$ cat src/rtl/bcd_pkg.sv
// bcd_pkg: shared state type, digit limit and digit-validity helper for the BCD-to-binary converter
package bcd_pkg;

   typedef enum logic [1:0] {S_IDLE, S_CONV, S_DONE} bcd_state_t;

   localparam logic [3:0] BCD_MAX = 4'd9;

   function automatic logic is_bcd(logic [3:0] nib);
      return nib <= BCD_MAX;
   endfunction

endpackage

$ cat src/rtl/bcd_mac10.sv
// bcd_mac10: combinational acc*10 + digit, evaluated at BIN_W+4 bits then truncated
module bcd_mac10 #(
   parameter int BIN_W = 7
) (
   input  logic [BIN_W-1:0] acc_i,
   input  logic [3:0]       digit_i,
   output logic [BIN_W-1:0] acc_o
);

   logic [BIN_W+3:0] wide;
   logic [BIN_W+3:0] prod;

   // times ten as (x<<3)+(x<<1), widened so the shifts lose nothing before truncation
   always_comb begin
      wide  = {4'd0, acc_i};
      prod  = (wide << 3) + (wide << 1) + {{BIN_W{1'b0}}, digit_i};
      acc_o = prod[BIN_W-1:0];
   end

endmodule

$ cat src/rtl/bcd_to_bin_seq.sv
// bcd_to_bin_seq: sequential packed-BCD to binary converter, one digit per cycle, MS digit first
module bcd_to_bin_seq
   import bcd_pkg::*;
#(
   parameter int DIGITS = 2,
   parameter int BIN_W  = 7
) (
   input  logic                  clk,
   input  logic                  rst_n,
   input  logic                  in_valid,
   output logic                  in_ready,
   input  logic [4*DIGITS-1:0]   bcd_in,
   output logic                  out_valid,
   input  logic                  out_ready,
   output logic [BIN_W-1:0]      bin_out,
   output logic                  err
);

   localparam int CW = $clog2(DIGITS + 1);
   localparam logic [CW-1:0] LAST = CW'(DIGITS - 1);

   if (DIGITS < 1) begin : g_chk_digits
      $error("bcd_to_bin_seq: DIGITS must be at least 1");
   end
   if ((2.0 ** BIN_W) <= (10.0 ** DIGITS - 1.0)) begin : g_chk_width
      $error("bcd_to_bin_seq: BIN_W too narrow for DIGITS decimal digits");
   end

   bcd_state_t           state_q;
   logic [4*DIGITS-1:0]  sh_q;
   logic [BIN_W-1:0]     acc_q;
   logic [BIN_W-1:0]     acc_d;
   logic [CW-1:0]        cnt_q;
   logic                 err_q;
   logic                 bad_d;
   logic                 in_ready_q;
   logic                 out_valid_q;
   logic [BIN_W-1:0]     bin_q;

   bcd_mac10 #(.BIN_W(BIN_W)) u_mac (
      .acc_i   (acc_q),
      .digit_i (sh_q[4*DIGITS-1 -: 4]),
      .acc_o   (acc_d)
   );

   // flag the word as invalid if any nibble lies above nine
   always_comb begin
      bad_d = 1'b0;
      for (int i = 0; i < DIGITS; i++) bad_d = bad_d | ~is_bcd(bcd_in[4*i +: 4]);
   end

   // control FSM with datapath registers; outputs are registered and change only on transitions
   always_ff @(posedge clk or negedge rst_n) begin
      if (!rst_n) begin
         state_q     <= S_IDLE;
         sh_q        <= '0;
         acc_q       <= '0;
         cnt_q       <= '0;
         err_q       <= 1'b0;
         in_ready_q  <= 1'b1;
         out_valid_q <= 1'b0;
         bin_q       <= '0;
      end else begin
         case (state_q)
            S_IDLE: if (in_valid) begin
               sh_q       <= bcd_in;
               acc_q      <= '0;
               cnt_q      <= '0;
               err_q      <= bad_d;
               in_ready_q <= 1'b0;
               state_q    <= S_CONV;
            end
            S_CONV: begin
               acc_q <= acc_d;
               sh_q  <= sh_q << 4;
               cnt_q <= cnt_q + 1'b1;
               if (cnt_q == LAST) begin
                  out_valid_q <= 1'b1;
                  bin_q       <= err_q ? '0 : acc_d;
                  state_q     <= S_DONE;
               end
            end
            S_DONE: if (out_ready) begin
               out_valid_q <= 1'b0;
               in_ready_q  <= 1'b1;
               state_q     <= S_IDLE;
            end
            default: state_q <= S_IDLE;
         endcase
      end
   end

   assign in_ready  = in_ready_q;
   assign out_valid = out_valid_q;
   assign bin_out   = bin_q;
   assign err       = err_q;

endmodule
$ cat config.mk
export PLATFORM = sky130hd
export DESIGN_NAME = bcd_to_bin_seq
export DESIGN_NICKNAME = d
export VERILOG_FILES = /design/src/rtl/bcd_pkg.sv /design/src/rtl/bcd_mac10.sv /design/src/rtl/bcd_to_bin_seq.sv
export SDC_FILE = /design/constraint.sdc
export NUM_CORES = 1
export LEC_CHECK = 0
export ABC_AREA = 1
export BUFFER_PORTS_ARGS = -buffer_cell sky130_fd_sc_hd__clkbuf_2
export CAP_MARGIN = 30
export CORE_AREA = 2 2 59 61
export DETAILED_ROUTE_END_ITERATION = 8
export DIE_AREA = 0 0 61 63
export MAX_ROUTING_LAYER = met4
export PLACE_DENSITY = 0.68
export SYNTH_ARGS = -nofsm -noshare
export SYNTH_HDL_FRONTEND = slang
export SYNTH_SLANG_ARGS = --single-unit
$ cat constraint.sdc
create_clock -name clk -period 2.55 [get_ports clk]
set_input_delay 0.255 -clock clk [delete_from_list [all_inputs] [get_ports clk]]
set_output_delay 0.255 -clock clk [all_outputs]
set_load 0.03 [all_outputs]
# Word-level counts from Yosys, hierarchy flattened
# Cells that the tools add are included.
# W data, S select, Z words.
dict set report classes {
  mux 17
  n_addsub 3
  magnitude_cmp 2
  eq_ne 6
  shifts 0
  mul 0
  reduce_logical 10
  bitwise 3
  n_div 0
}
# operator n
set ops {}
lappend ops {{$pmux W8 S2} 1}
lappend ops {{$pmux W6 S2} 1}
lappend ops {{$reduce_and A3 Y1} 3}
lappend ops {{$le A4 B4 Y1 const B} 2}
lappend ops {{$mux W2} 4}
lappend ops {{$mux W8} 1}
lappend ops {{$add A7 B4 Y7} 1}
lappend ops {{$add A7 B7 Y7} 1}
lappend ops {{$mux W7} 1}
lappend ops {{$mux W6} 1}
lappend ops {{$ne A2 B2 Y1 const B} 3}
lappend ops {{$pmux W2 S3} 1}
lappend ops {{$reduce_and A2 Y1} 3}
lappend ops {{$reduce_bool A2 Y1} 3}
lappend ops {{$eq A2 B1 Y1 const B} 2}
lappend ops {{$mux W1} 4}
lappend ops {{$pmux W1 S2} 2}
lappend ops {{$pmux W2 S2} 1}
lappend ops {{$add A2 B1 Y2 const B} 1}
lappend ops {{$eq A2 B2 Y1 const B} 1}
lappend ops {{$logic_not A2 Y1} 1}
lappend ops {{$not A1 Y1} 2}
lappend ops {{$or A1 B1 Y1} 1}
dict set report totals {
  memories 0
  wordCells 49
  mem_bits_ro 0
  latchBits 0
  inputBits 12
  reg_bits 28
  out_inout_bits 10
  ramBits 0
}

# Logic depth before layout (Yosys ltp)
dict set report logic_depth {
  word_depth 3
  depth_mapped 10
  depth_no_buf 10
}

# Cells and area by module
# A second synthesis with hierarchy kept.
dict set report unflattened {
  cells_unflattened 177
  area_unflattened_um2 1476.4
}
# module instances area_per_inst_um2 seq_area_each_um2 cells_each
set modules_own_cells {}
lappend modules_own_cells {bcd_to_bin_seq 1 1189.9 726.9 133}
lappend modules_own_cells {bcd_mac10 1 286.5 0.0 44}

# Worst setup path after synthesis
# Ideal clock, no wire load.
dict set report synth_timing {
  path_kind {reg2reg}
  start {reg sh_q[7]}
  end {reg bin_q[6] (netlist: bin_out[6])}
  n_path_buf 0
  synth_period_minus_slack_ns 1.852
  arrival_time_ns 1.734
  setup_slack_ns 0.698
  path_stages_with_launch 11
  t_required_ns 2.433
  setup_ns 0.117
  path_cell_list {dfrtp_1 inv_1 fa_1 inv_1 fa_1 nand3_1 nand3_1 inv_1 nand2_1 nand3_1 nand2_1}
}
dict set report synth_between {
  elab_chain_cells 2
}
# item line_no
set synth_lines {}
lappend synth_lines {{start, declared} bcd_to_bin_seq.sv:30} ;# logic [4*DIGITS-1:0] sh_q;
lappend synth_lines {{start signal, assigned} bcd_to_bin_seq.sv:66} ;# sh_q <= bcd_in;
lappend synth_lines {{start signal, assigned} bcd_to_bin_seq.sv:75} ;# sh_q <= sh_q << 4;
lappend synth_lines {{$add A7 B4 Y7} bcd_mac10.sv:16} ;# prod = (wide << 3) + (wide << 1) + {{BIN_W{1'b0}}, digit_i};
lappend synth_lines {{$mux W7} bcd_to_bin_seq.sv:79} ;# bin_q <= err_q ? '0 : acc_d;
lappend synth_lines {{end signal, assigned} bcd_to_bin_seq.sv:79}
lappend synth_lines {{end, declared} bcd_to_bin_seq.sv:38} ;# logic [BIN_W-1:0] bin_q;
# Every way passes these cells.
# A chain may end at the register's enable or synchronous reset.

# Final worst setup path
dict set report layout_timing {
  start {reg acc_q[0]}
  end {reg bin_q[6] (netlist: bin_out[6])}
}
dict set report layout_between {
  elab_chain_cells 3
}
# item line_no
set layout_lines {}
lappend layout_lines {{start, declared} bcd_to_bin_seq.sv:31} ;# logic [BIN_W-1:0] acc_q;
lappend layout_lines {{start signal, assigned} bcd_to_bin_seq.sv:57} ;# acc_q <= '0;
lappend layout_lines {{start signal, assigned} bcd_to_bin_seq.sv:67} ;# acc_q <= '0;
lappend layout_lines {{start signal, assigned} bcd_to_bin_seq.sv:74} ;# acc_q <= acc_d;
lappend layout_lines {{$add A7 B7 Y7} bcd_mac10.sv:16}
lappend layout_lines {{$add A7 B4 Y7} bcd_mac10.sv:16}
lappend layout_lines {{$mux W7} bcd_to_bin_seq.sv:79}
# Every way passes these cells.

==> out/results.txt <==
status -> finished, final reports clean
unrepaired setup endpoints after global routing -> false
TritonCTS buffer count -> 3
Hold Crit Class -> in -> reg
crit end category -> flop
clock latency at the later pin of the worst-skew pair -> 0.33 ns
kind of critical path -> reg -> reg
layout net count -> 198
Synth Instances -> 149
vias in the first global route -> 1,095
slowest stage delay, CP -> 0.50 ns
Root Driver -> clkbuf_4
CTS max path bufs -> 2
initial drt markers -> 36
die width -> 61 microns
Critical Path AT -> 2.23 ns
Worst slew margin -> 53.7%
worst-case vdd ir drop -> 0.000701 V
sequential-to-total area share from yosys stat -> 50.8%
final hold vios -> 0
most frequent cells in the layout -> 36 x nand2_1, 27 x dfrtp_1, 21 x clkbuf_2
Tmin final -> 1.99 ns
Pre-antenna DRT Iters -> 4
Port Buffers -> 21
CTS tree -> built
Tot GR Track Use -> 16.0%
power per cell area -> 1350 nW/um^2
Setup violations, final -> 0
die area -> 3840 sq um
slew of the pin with the lowest slew margin -> 0.695 ns
H-tree levels -> 1
maxcap violations -> 0
CP Launch Type -> flop
post-synthesis register bit count -> 28
Internal Dissipation -> 1.18 mW
ANT nets after route -> 0
antenna violations before repair -> 0
Residual DRC -> 0
Tot Pwr -> 2.15 mW
vias per cell -> 4.84
CP top delay family -> adder cells
Gate power share -> 51.8%
switching power -> 971 uW
io pins -> 22
Post-Synthesis Cell Area -> 1380 sq um
gr ovfl total -> 0
share of cells above drive strength 1 -> 20.1%
DP HPWL -> 2050 microns
FP Rows -> 21
Syn. warnings -> 0
GPL Wtd Cong -> 0.859
post-synth cell types -> 21
Syn-to-layout area delta -> 15.5%
CP max FO -> 2
die height -> 63 microns
Max Slew Vio Count -> 0
Worst Skew -> 0.00854 ns
Reg clk slew, reported paths -> 0.16 ns
mean routed wirelength per cell -> 12.1 microns
DRT Wirelength -> 2660 microns
Post-CTS Resized -> 0
final critical-path share of the clock period -> 77.9%
worst path buffer plus inverter count -> 3
leakage power -> 0.840 nW
final setup TNS -> 0 ns
sequential share of power -> 34.6%
clock share of power -> 13.6%
sw frac -> 45.2%
Crit-path slowest cell -> fa_1
CTS sink count -> 28
worst path cell trace -> inv_1 -> fa_1 -> inv_1 -> fa_1 -> nand3_1 -> nand3_1 -> inv_1 -> nand2_1 -> nand3_1 -> nand2_1
FILL cells -> 335
fmax -> 503 MHz
most common cell after layout, fill and taps aside -> nand2_1
ANT cells -> 0
syn nets -> 172
syn avg cell area -> 9.28 sq um
CORE AREA -> 3230 sq um
total number of vias -> 1,065
first-pass GRT wire length -> 4620 microns
pin count of the biggest net entering global routing -> 29
Critical Path RT -> 2.79 ns
Initial Utilization -> 42.8%
kinds of logic (layout without fill, tap and decap cells):
kind of cell / after synthesis / in the layout / share of synthesized area, %
xor gates and xnor gates: 1 / 1 / 0.634
buffers and inverters: 25 / 50 / 7.33
DFF: 28 / 28 / 50.8
AOI/OAI and AO/OA: 32 / 32 / 12.3
adders and majority gates: 11 / 11 / 11.0
and+or+nand+nor: 52 / 52 / 17.9
routing by layer:
metal	GRT usage, %	share of wire [%]
met5	-	0
met4	6.25	1.2
met3	2.48	4.2
met2	25.9	49
met1	19.7	45
final cells by class:
cell class	count	area [sq um]	area share [%]
tap	46	57.6	3.61
clock inverter	1	30.0	1.88
inverter	24	90.1	5.64
clock buffer	3	22.5	1.41
multi-input combinational	96	579	36.3
timing repair buffer	22	115	7.21
sequential	28	702	44.0
power by group through the flow:
| stage | Combinational (mW) | Clock, mW | Sequential [mW] |
|---|---|---|---|
| floorplan | 0.753 | 0 | 0.860 |
| global placement | 1.09 | 0 | 0.748 |
| detailed placement | 1.12 | 0 | 0.757 |
| CTS | 1.13 | 0.304 | 0.746 |
| global route | 1.27 | 0.321 | 0.773 |
| finish | 1.11 | 0.292 | 0.743 |
sequential cells by signal (all words and copies together) (netlist names):
name / cells
acc_q: 6
in_ready: 1
err: 1
cnt_q: 2
sh_q: 8
bin_out: 7
state_q: 2
out_valid: 1
cell usage after synthesis, drive strengths merged:
| cell | count | area (sq um) |
|---|---|---|
| a21oi | 3 | 15.0 |
| nand3 | 9 | 45.0 |
| xnor2 | 1 | 8.76 |
| o21ai | 23 | 115 |
| o22ai | 4 | 25.0 |
| dfstp | 1 | 26.3 |
| fa | 2 | 40.0 |
| nand3b | 2 | 18.8 |
| dfrtp | 27 | 676 |
| nand2 | 38 | 158 |
| nor2 | 3 | 26.3 |
| a21o | 1 | 7.51 |
| ha | 9 | 113 |
| o211ai | 1 | 7.51 |
| inv | 24 | 90.1 |
| buf | 1 | 11.3 |
worst register-to-register path, cell delays in order (launching register included):
cell,delay (ns)
dfrtp_1,0.39
inv_1,0.08
fa_1,0.50
inv_1,0.07
fa_1,0.46
nand3_1,0.11
nand3_1,0.09
inv_1,0.07
nand2_1,0.05
nand3_1,0.06
nand2_1,0.05
final timing paths:
check,to,slack [ns],cells after the start,from
max in group asynchronous,sh_q[0],1.63,2,rst_n
worst min-delay path,state_q[1],0.12,2,out_ready
min in group asynchronous,bin_out[6],0.48,2,rst_n
worst min register to register,in_ready,0.48,2,in_ready
worst max register to register,bin_out[6],0.56,10,acc_q[0]
worst max-delay path,bin_out[6],0.56,10,acc_q[0]
what timing repair did:
| item | 4_1_cts | 5_1_grt |
|---|---|---|
| buffers inserted | 0 | 0 |
| hold buffers | 1 | 0 |
| endpoints found under the hold margin | 27 | 0 |
per-stage QoR:
step	cell area (sq um)	hold slack [ns]	instances	setup slack, ns	utilization (%)
after detailed placement	1530	0.336	215	0.571	47.5
after global routing	1600	0.112	220	0.437	49.4
after floorplan	1380	-0.0406	149	0.698	-
final	1600	0.115	220	0.564	49.4
after global placement	1530	0.329	215	0.647	47.5
after CTS	1600	0.107	220	0.548	49.4
No activity file was read; power rests on OpenSTA's default activity.
